<file path="config.mk">
export PLATFORM = sky130hd
export DESIGN_NAME = controller_sequencer
export DESIGN_NICKNAME = d
export VERILOG_FILES = /design/src/rtl/controller_sequencer.sv
export SDC_FILE = /design/constraint.sdc
export NUM_CORES = 1
export LEC_CHECK = 0
export ABC_AREA = 1
export BUFFER_PORTS_ARGS = -buffer_cell sky130_fd_sc_hd__buf_4
export CAP_MARGIN = 40
export CORE_MARGIN = 2
export CORE_UTILIZATION = 35
export CTS_BUF_LIST = sky130_fd_sc_hd__clkbuf_16
export DETAILED_ROUTE_END_ITERATION = 8
export PLACE_DENSITY = 0.69
export REMOVE_ABC_BUFFERS = 1
export SYNTH_ARGS = -nofsm -noshare
export SYNTH_HDL_FRONTEND = slang
export SYNTH_SLANG_ARGS = --single-unit
export TNS_END_PERCENT = 50
</file>
<file path="constraint.sdc">
create_clock -name clk -period 1.6 [get_ports clk]
set_input_delay 0.16 -clock clk [delete_from_list [all_inputs] [get_ports clk]]
set_output_delay 0.16 -clock clk [all_outputs]
set_load 0.02 [all_outputs]
</file>
<file path="src/rtl/controller_sequencer.sv">
// ---------------------------------------------------------------------------
// controller_sequencer
//
// SAP-1 controller/sequencer. A six-state one-hot ring counter (T1..T6) steps
// through fetch (T1..T3) and execute (T4..T6). A Moore microcode decoder
// turns the ring state, the IR opcode and the halted flag into every
// datapath control strobe. HLT freezes the ring at T4 until clr_n.
//
// Build option: define SEQ_EARLY_END_EN to return to T1 straight after the
// last active execute state (LDA 5 clocks, ADD/SUB 6, OUT/NOP 4). Without
// it every non-HLT instruction takes the full 6 clocks. Microcode per state
// is the same in both builds.
//
// Ports:
//   clk      in   system clock, rising edge
//   clr_n    in   asynchronous active-low reset
//   opcode   in   [3:0] IR upper nibble, valid from T4 onward
//   cp ep lm ce li ei la ea su eu lb lo
//            out  datapath control strobes (eu: 0 add, 1 subtract)
//   hlt      out  machine halted
//   t_state  out  [5:0] one-hot ring state, bit0 = T1
// ---------------------------------------------------------------------------
module controller_sequencer (
    input  logic       clk,
    input  logic       clr_n,
    input  logic [3:0] opcode,
    output logic       cp,
    output logic       ep,
    output logic       lm,
    output logic       ce,
    output logic       li,
    output logic       ei,
    output logic       la,
    output logic       ea,
    output logic       su,
    output logic       eu,
    output logic       lb,
    output logic       lo,
    output logic       hlt,
    output logic [5:0] t_state
);

    typedef enum logic [5:0] {
        T1 = 6'b000001,
        T2 = 6'b000010,
        T3 = 6'b000100,
        T4 = 6'b001000,
        T5 = 6'b010000,
        T6 = 6'b100000
    } ring_e;

    localparam logic [3:0] OP_LDA = 4'b0000;
    localparam logic [3:0] OP_ADD = 4'b0001;
    localparam logic [3:0] OP_SUB = 4'b0010;
    localparam logic [3:0] OP_OUT = 4'b1110;
    localparam logic [3:0] OP_HLT = 4'b1111;

    ring_e state_q, state_d;
    logic  halted_q, halted_d;

    always_ff @(posedge clk or negedge clr_n) begin
        if (!clr_n) begin
            state_q  <= T1;
            halted_q <= 1'b0;
        end else begin
            state_q  <= state_d;
            halted_q <= halted_d;
        end
    end

    always_comb begin
        // next state
        state_d  = state_q;
        halted_d = halted_q;
        if (!halted_q) begin
            case (state_q)
                T1: state_d = T2;
                T2: state_d = T3;
                T3: state_d = T4;
                T4: begin
                    if (opcode == OP_HLT) begin
                        // ring stays at T4; the flag alone freezes it
                        halted_d = 1'b1;
                    end else begin
`ifdef SEQ_EARLY_END_EN
                        if (opcode == OP_LDA || opcode == OP_ADD || opcode == OP_SUB)
                            state_d = T5;
                        else
                            state_d = T1;
`else
                        state_d = T5;
`endif
                    end
                end
                T5: begin
`ifdef SEQ_EARLY_END_EN
                    state_d = (opcode == OP_LDA) ? T1 : T6;
`else
                    state_d = T6;
`endif
                end
                T6:      state_d = T1;
                default: state_d = T1;
            endcase
        end

        // microcode outputs
        cp  = 1'b0;
        ep  = 1'b0;
        lm  = 1'b0;
        ce  = 1'b0;
        li  = 1'b0;
        ei  = 1'b0;
        la  = 1'b0;
        ea  = 1'b0;
        su  = 1'b0;
        eu  = 1'b0;
        lb  = 1'b0;
        lo  = 1'b0;
        hlt = halted_q;
        if (!halted_q) begin
            case (state_q)
                T1: begin
                    ep = 1'b1;
                    lm = 1'b1;
                end
                T2: cp = 1'b1;
                T3: begin
                    ce = 1'b1;
                    li = 1'b1;
                end
                T4: begin
                    case (opcode)
                        OP_LDA, OP_ADD, OP_SUB: begin
                            ei = 1'b1;
                            lm = 1'b1;
                        end
                        OP_OUT: begin
                            ea = 1'b1;
                            lo = 1'b1;
                        end
                        default: ;
                    endcase
                end
                T5: begin
                    case (opcode)
                        OP_LDA: begin
                            ce = 1'b1;
                            la = 1'b1;
                        end
                        OP_ADD: begin
                            ce = 1'b1;
                            lb = 1'b1;
                        end
                        OP_SUB: begin
                            // eu is set a state early so the ALU settles
                            ce = 1'b1;
                            lb = 1'b1;
                            eu = 1'b1;
                        end
                        default: ;
                    endcase
                end
                T6: begin
                    case (opcode)
                        OP_ADD: begin
                            su = 1'b1;
                            la = 1'b1;
                        end
                        OP_SUB: begin
                            su = 1'b1;
                            la = 1'b1;
                            eu = 1'b1;
                        end
                        default: ;
                    endcase
                end
                default: ;
            endcase
        end
    end

    assign t_state = state_q;

endmodule

</file>
==> results of run 1 <==
-- cells by family after synthesis --
| kind of cell | count (synthesis) |
|---|---|
| simple gates | 46 |
| compound gates | 8 |
| buf+inv | 12 |
| flops | 7 |
-- final timing paths --
| kind | end | cells after the start |
|---|---|---|
| worst max-delay path | lb | 5 |
| worst min-delay path | t_state[1] | 2 |
| worst max register to register | t_state[0] | 11 |
| worst min register to register | hlt | 2 |
| max in group asynchronous | t_state[0] | 2 |
| min in group clk | hlt | 3 |
-- layer usage --
| layer | up-vias | wire length, um | global-route usage (%) |
|---|---|---|---|
| met4 | 0 | 72 | 12.3 |
| met2 | 16 | 827 | 32.8 |
| met5 | - | 0 | 0 |
| met3 | 9 | 81 | 7.83 |
| li1 | 312 | - | - |
| met1 | 298 | 662 | 20.7 |
-- repair_timing --
item | 4_1_cts | 5_1_grt
pin swaps | 2 | 6
hold buffers | 1 | 0
hold endpoints to repair | 7 | 0
buffers inserted | 5 | 6
resized for setup | 8 | 15
endpoints found under the setup margin | 8 | 10
-- placed cells by master (no fill, tap or decap), drive strengths merged --
cell	instances
buf	36
o21bai	1
a21oi	1
nand3b	1
dfstp	1
o21ai	6
nand2	10
nor3	3
inv	12
clkbuf	3
or2	1
nor2	21
dlygate4sd3	1
dfrtp	6
nand3	10
-- stage by stage --
step | total power [mW] | hold slack (ns) | area [um^2]
5_1_grt | 0.657 | 0.293 | 943
2_1_floorplan | 0.191 | -0.136 | 492
3_5_place_dp | 0.208 | -0.0183 | 698
4_1_cts | 0.646 | 0.276 | 846
6_report | 0.638 | 0.286 | 943
3_3_place_gp | 0.208 | -0.0205 | 698
-- critical path, delay by kind of cell, from the launching register on --
| kind | cells | cell delay [ns] |
|---|---|---|
| simple gates | 4 | 0.66 |
| flops | 1 | 0.44 |
| buf+inv | 1 | 0.16 |
-- where the power goes --
group | internal, mW | total (mW) | leakage [nW] | switching (mW)
logic | 0.0136 | 0.0296 | 0.338 | 0.0160
registers | 0.179 | 0.180 | 0.0742 | 0.00116
clock network | 0.326 | 0.428 | 0.0423 | 0.102
total | 0.518 | 0.638 | 0.455 | 0.120
-- flip-flops by register name, indices dropped and copies added (netlist names) --
register / flops
t_state: 6
hlt: 1
-- area by class of cell --
class,instances,area (um^2)
clock buffer,3,75.1
timing repair buffer,37,284
multi-input combinational,54,339
fill,97,374
clock inverter,1,3.75
inverter,11,41.3
tap,15,18.8
sequential,7,181
==> impl_metrics.yaml, run 1 <==
drt:
  wl_per_cell_um: 12.8
  postRouteAntennaNets: 0
  via_count: 635
  drt_iter0_markers: 10
  dr.pass1.iters: 4
  route.detailed.drc: 0
  wl_um: 1640
  vias_per_cell: 4.96
timing:
  clock_skew_ns: 0.00355
  final-max-slew-violation-count: 0
  max_freq_mhz: 599
  slew_headroom_pct: 79.0
  hold_viol: 0
  finalSetupViolCount: 7
  worstMarginPinSlew_ns: 0.314
  period_minus_slack_ns: 1.67
  post-route-period-util_pct: 104
  rsz0062_at_grt: "yes"
  tns_ns: -0.183
  fin_ws_ns: -0.0701
power_and_ir_drop:
  p_leak_nw: 0.455
  power_density_nw_per_um2: 676
  ir_worst_vdd_mv: 0.737
finish:
  area_growth_pct: 89.0
  stdcell_count: 128
  drive_above_1_share_pct: 54.0
  n_antenna_cell: 0
  layout.nets: 120
  post-route-util_pct: 71.6
setup_path:
  cpMaxStageDelayCell: "dfrtp_2"
  r2r_slack_ns: 0.01
  cp-start-kind: "flip-flop"
  slowest_delay_ns: 0.44
  path_max_fanout: 4
  worstPathRequired_ns: 1.44
  crit_type: "reg -> out"
  arrival_ns: 1.51
  cp-end-kind: "output port"
  path_cells: "nor2_4 > nand3_2 > or2_1 > nor2_1 > buf_4"
  crit_start: "t_state[1]"
  reg2reg_from: "t_state[0]"
yosys:
  synth_most_common_cell: "nor2_1"
  synth_seq_cells: 7
  yosysUniqueCellTypes: 18
  synth_area_leaders: "dfrtp_1, nor2_1, nand3_1"
  synthAdderAreaFrac_pct: 0
  post-synth-top-area-cell: "dfrtp_1"
  synth_top_cell_area_share_pct: 30.1
  seq_area_frac_synth_pct: 35.3
  synth_top_family_by_area: "simple AND/OR/NAND/NOR gates"
  synth_mux_area_share_pct: 0
  synth_simple_gate_area_share_pct: 44.1
  syn_area_um2: 499
  syn_inst: 73
  synth_edf_count: 0
  yosys_warnings: 0
  synth-compound-area-share_pct: 10.8
  synth_common_cells: "nor2_1, inv_1, nand2_1"
  synthXorXnorAreaFrac_pct: 0
  ys_async_sr_fraction_pct: 100
  synth.avg_cell_area_um2: 6.84
  ys.flop_type: "dfrtp_1"
floorplanning:
  die_y_um: 41.8
  ios: 25
  std_cell_rows: 13
  core_area_um2: 1320
  initial_utilization_pct: 37.9
  fp.dieArea_um2: 1740
  die_w_um: 41.8
global_route:
  grt_overflow_total: 0
  grt_pass1_vias: 589
  track_usage_pct: 19.8
  grt_pass1_wl_um: 2530
  grt_max_degree: 8
  antenna_found_initial: 0
place:
  place.gp.congestion: 0.876
  place_inst: 112
  io_buffers: 24
  dp_hpwl_um: 1050
  dp_slack_ns: 0.116
status:
  violations: "negative setup slack"
  status: "finished with violations"
cts:
  cts.path.max_buffers: 2
  clk_pin_slew_worst_paths_ns: 0.04
  cts_tree: "done"
  cts_sinks: 7
  worstSkewPairLatency_ns: 0.24
  cts_root_buf: "clkbuf_16"
  cts_made_buffers: 3
  htreeDepth: 1
job:
  maxCapViolCount: 0
hold_path:
  min-delay-path-class: "in -> async"
No activity file was read; power rests on OpenSTA's default activity.
==> inputs of run 2 (changes only) <==
--- a/config.mk
+++ b/config.mk
@@ -14,6 +14,7 @@
 export DETAILED_ROUTE_END_ITERATION = 8
 export PLACE_DENSITY = 0.69
 export REMOVE_ABC_BUFFERS = 1
+export SETUP_SLACK_MARGIN = 0.1
 export SYNTH_ARGS = -nofsm -noshare
 export SYNTH_HDL_FRONTEND = slang
 export SYNTH_SLANG_ARGS = --single-unit
==> run 2 against run 1 <==
The run still ends with negative setup slack left. Combinational power up 10%. Utilization up 8.6 points. Wire length up 23%. Fmax up 1.4%. Register-to-register slack better by 0.02 ns. Die area unchanged. Final area up 12%. Via count up 11%. Total power up 1.5%. Critical endpoint is now lm. Cell count up 8.6%. Highest routed layer unchanged.
==> impl_metrics.yaml, run 2 (synthesis gave the netlist of run 1 again) <==
status:
  status: "finished with violations"
  violations: "negative setup slack"
timing:
  worstMarginPinSlew_ns: 0.315
  rsz0062_at_grt: "yes"
  post-route-period-util_pct: 103
  clock_skew_ns: 0.00581
  final-max-slew-violation-count: 0
  period_minus_slack_ns: 1.65
  slew_headroom_pct: 79.0
  hold_viol: 0
  tns_ns: -0.131
  finalSetupViolCount: 4
  fin_ws_ns: -0.0477
  max_freq_mhz: 607
setup_path:
  path_max_fanout: 3
  reg2reg_from: "t_state[0]"
  cp-start-kind: "flip-flop"
  r2r_slack_ns: 0.03
  worstPathRequired_ns: 1.44
  crit_type: "reg -> out"
  worst-r2r-cell-count: 11
  arrival_ns: 1.49
  r2r_end: "t_state[0]"
  cp-end-kind: "output port"
finish:
  nFillCells: 78
  mostFrequentLayoutCell: "buf_4"
  stdcell_area_um2: 1060
  n_antenna_cell: 0
  layout.nets: 131
  drive_above_1_share_pct: 58.9
  area_growth_pct: 112
  mostFrequentLayoutCells: "buf_4, nor2_1, inv_1, nand2_1, buf_6"
  largest_reg_flops: 6
cts:
  cts_sinks: 7
  cts.path.max_buffers: 2
  cts_tree: "done"
  clk_pin_slew_worst_paths_ns: 0.04
  worstSkewPairLatency_ns: 0.24
  cts_root_buf: "clkbuf_16"
  cts_made_buffers: 3
  htreeDepth: 1
floorplanning:
  die_y_um: 41.8
  initial_utilization_pct: 37.9
  ios: 25
  die_w_um: 41.8
  std_cell_rows: 13
  fp.dieArea_um2: 1740
  core_area_um2: 1320
drt:
  via_count: 708
  dr.pass1.iters: 4
  route.detailed.drc: 0
  postRouteAntennaNets: 0
  vias_per_cell: 5.09
  drt_iter0_markers: 7
  wl_per_cell_um: 14.6
  wl_um: 2030
global_route:
  track_usage_pct: 21.4
  grt_pass1_wl_um: 2750
  antenna_found_initial: 0
  grt_overflow_total: 0
  grt_max_degree: 8
  grt_pass1_vias: 623
power_and_ir_drop:
  p_leak_nw: 0.526
  ir_worst_vdd_mv: 0.710
  power_density_nw_per_um2: 612
place:
  io_buffers: 24
  dp_hpwl_um: 1050
  placed_cell_area_um2: 698
  place.gp.congestion: 0.876
  dp_slack_ns: 0.116
hold_path:
  min-delay-path-class: "in -> async"
job:
  maxCapViolCount: 0
==> run 2: changes by cell type in the layout (fill, tap and decap cells not counted), sizes merged <==
cell,before,now
buf,36,47
==> run 2: report_power, final <==
group          leakage [nW]  internal (mW)  total [mW]  switching (mW)
Sequential           0.0733          0.179       0.180        0.000874
Combinational         0.410         0.0147      0.0327          0.0180
Clock                0.0423          0.326       0.435           0.109
Total                 0.526          0.520       0.647           0.127
==> run 2: repair_timing <==
item	in CTS	in global routing
setup buffers	11	11
cloned	0	0
resized for setup	16	16
hold endpoints to repair	7	0
setup endpoints to repair	11	13
pin swaps	12	9
hold buffers	1	0
==> run 2: metrics by stage <==
step / hold WS (ns) / power [mW] / cells / util (%)
final: 0.285 / 0.647 / 139 / 80.2
after detailed placement: -0.0183 / 0.208 / 112 / 53.0
after global placement: -0.0205 / 0.208 / 112 / 53.0
after CTS: 0.276 / 0.646 / 128 / 69.8
after floorplan: -0.136 / 0.191 / 72 / -
after global routing: 0.294 / 0.661 / 139 / 80.2
==> run 2: cell type report <==
class / instances / area [um^2] / share of cell area [%]
Timing Repair Buffer: 48 / 393 / 37.2
Tap cell: 15 / 18.8 / 1.78
Sequential cell: 7 / 180 / 17.0
Clock inverter: 1 / 3.75 / 0.355
Inverter: 11 / 41.3 / 3.91
Multi-Input combinational cell: 54 / 345 / 32.7
Clock buffer: 3 / 75.1 / 7.10
==> run 2: worst max-delay path by stage <==
stage | start | to | slack, ns | cells after the start
floorplan | t_state[5] | ea | -0.27 | 3
global placement | t_state[2] | lb | 0.10 | 5
detailed placement | t_state[2] | lb | 0.12 | 5
CTS | t_state[0] | lm | -0.04 | 7
global route | t_state[0] | lm | -0.12 | 7
finish | t_state[0] | lm | -0.05 | 7
==> run 2: critical path: stages (launching register included) <==
cell and delay, ns:
dfstp_2 0.57, inv_2 0.04, nor2_2 0.08, nand3_1 0.12, nor2_2 0.13, inv_1 0.07
o21ai_1 0.08, buf_4 0.16
==> run 2: metal layers <==
metal,track usage (%),routed length (um),up-vias
li1,-,-,337
met4,12.3,55,0
met2,35.6,1040,16
met5,0,0,-
met1,23.1,850,348
met3,7.83,77,7
==> inputs of run 3 (changes only) <==
--- a/config.mk
+++ b/config.mk
@@ -15,6 +15,7 @@
 export PLACE_DENSITY = 0.69
 export REMOVE_ABC_BUFFERS = 1
 export SETUP_SLACK_MARGIN = 0.1
+export SKIP_LAST_GASP = 1
 export SYNTH_ARGS = -nofsm -noshare
 export SYNTH_HDL_FRONTEND = slang
 export SYNTH_SLANG_ARGS = --single-unit
==> run 3 against run 2 <==
The flow still finishes with violations (negative setup slack). Critical path depth decreased by 1. Fmax is 2.8% lower. Utilization fell by 7.0 points. Global-route usage decreased by 0.72 points. First-iteration DRC count decreased by 43%. Via count is 6.9% lower. Count of clock-buffer cells in the layout is the same. Wire length fell by 9.2%. Sequential share of layout area increased by 1.6 points. Die area unchanged. Worst hold slack lost 0.0018 ns. Clock skew is essentially flat. Critical endpoint is now cp.
==> impl_metrics.yaml, run 3 (synthesis gave the netlist of run 1 again) <==
status:
  status: "finished with violations"
  violations: "negative setup slack"
place:
  dp_hpwl_um: 1050
  io_buffers: 24
  place_inst: 112
  place.gp.congestion: 0.876
finish:
  layout.nets: 122
  stdcell_count: 130
  mostFrequentLayoutCell: "buf_4"
  mostFrequentLayoutCells: "buf_4, nor2_1, inv_1, nand2_1"
  largest_reg_flops: 6
  drive_above_1_share_pct: 55.7
  area_growth_pct: 93.2
  n_antenna_cell: 0
timing:
  fin_ws_ns: -0.0960
  post-route-period-util_pct: 106
  period_minus_slack_ns: 1.70
  final-max-slew-violation-count: 0
  finalSetupViolCount: 6
  worstMarginPinSlew_ns: 0.314
  hold_viol: 0
  clock_skew_ns: 0.00540
  max_freq_mhz: 590
  rsz0062_at_grt: "yes"
  tns_ns: -0.285
  slew_headroom_pct: 79.0
power_and_ir_drop:
  ir_worst_vdd_mv: 0.709
  power_density_nw_per_um2: 669
  p_leak_nw: 0.465
global_route:
  grt_overflow_total: 0
  track_usage_pct: 20.7
  antenna_found_initial: 0
  grt_max_degree: 8
  grt_pass1_vias: 606
  grt_pass1_wl_um: 2680
setup_path:
  slowest_delay_ns: 0.42
  path_max_fanout: 4
  worst-path-stages: 6
  cpMostUsedCell: "buf_4"
  r2r_end: "t_state[0]"
  crit_buf_inv: 3
  cp-start-kind: "flip-flop"
  crit_type: "reg -> out"
  arrival_ns: 1.54
  reg2reg_from: "t_state[0]"
  cpMaxStageDelayCell: "dfrtp_2"
  r2r_slack_ns: 0.16
  path_cells: "nor2_4 > buf_4 > buf_4 > nand3_1 > nor2_1 > buf_4"
  cp-end-kind: "output port"
  worst-r2r-cell-count: 10
  worstPathRequired_ns: 1.44
  cp_top_family: "simple AND/OR/NAND/NOR gates"
drt:
  route.detailed.drc: 0
  vias_per_cell: 5.07
  wl_per_cell_um: 14.1
  wl_um: 1840
  via_count: 659
  postRouteAntennaNets: 0
  dr.pass1.iters: 4
  drt_iter0_markers: 4
floorplanning:
  fp.dieArea_um2: 1740
  initial_utilization_pct: 37.9
  core_area_um2: 1320
  die_w_um: 41.8
  ios: 25
  die_y_um: 41.8
  std_cell_rows: 13
hold_path:
  min-delay-path-class: "in -> async"
cts:
  cts.path.max_buffers: 2
  cts_sinks: 7
  worstSkewPairLatency_ns: 0.24
  clk_pin_slew_worst_paths_ns: 0.04
  cts_root_buf: "clkbuf_16"
  cts_made_buffers: 3
  cts_tree: "done"
  htreeDepth: 1
job:
  maxCapViolCount: 0
-- run 3: power by group --
| group | internal, mW | total, mW | switching [mW] |
|---|---|---|---|
| Clock | 0.326 | 0.434 | 0.108 |
| Combinational | 0.0144 | 0.0308 | 0.0164 |
| Sequential | 0.179 | 0.180 | 0.000866 |
-- run 3: cell type report --
type / instances / area, um^2
clock inverter: 1 / 3.75
fill: 98 / 353
clock buffer: 3 / 75.1
sequential: 7 / 180
tap: 15 / 18.8
multi-input combinational: 54 / 335
timing repair buffer: 39 / 310
inverter: 11 / 41.3
-- run 3: through the flow --
stage | setup slack, ns | total power [mW] | hold slack, ns | area [um^2] | util (%)
6_report | -0.0960 | 0.645 | 0.283 | 965 | 73.2
5_1_grt | -0.150 | 0.657 | 0.295 | 965 | 73.2
4_1_cts | -0.0355 | 0.646 | 0.276 | 903 | 68.6
3_5_place_dp | 0.116 | 0.208 | -0.0183 | 698 | 53.0
3_3_place_gp | 0.104 | 0.208 | -0.0205 | 698 | 53.0
2_1_floorplan | -0.266 | 0.191 | -0.136 | 492 | -
-- run 3: timing repair --
action                                 4_1_cts  5_1_grt
endpoints found under the hold margin        7        0
setup buffers                               11        4
pin swaps                                    9        7
setup endpoints to repair                   11       13
gates resized for setup                     12       13
hold buffers                                 1        0
-- run 3: routing by layer --
metal  part of all wire (%)  global-route usage (%)  up-vias  wire, um
met5                      0                       0        -         0
met4                    3.5                    11.6        0        65
met3                    4.6                    8.26        9        84
met2                     51                    33.1       17       944
met1                     41                    23.1      319       745
li1                       -                       -      314         -
-- run 3: how the worst max path moves through the flow --
stage	from	slack, ns	endpoint
floorplan	t_state[5]	-0.27	ea
global placement	t_state[2]	0.10	lb
detailed placement	t_state[2]	0.12	lb
CTS	t_state[0]	-0.04	lm
global route	t_state[2]	-0.15	cp
finish	t_state[2]	-0.1	cp
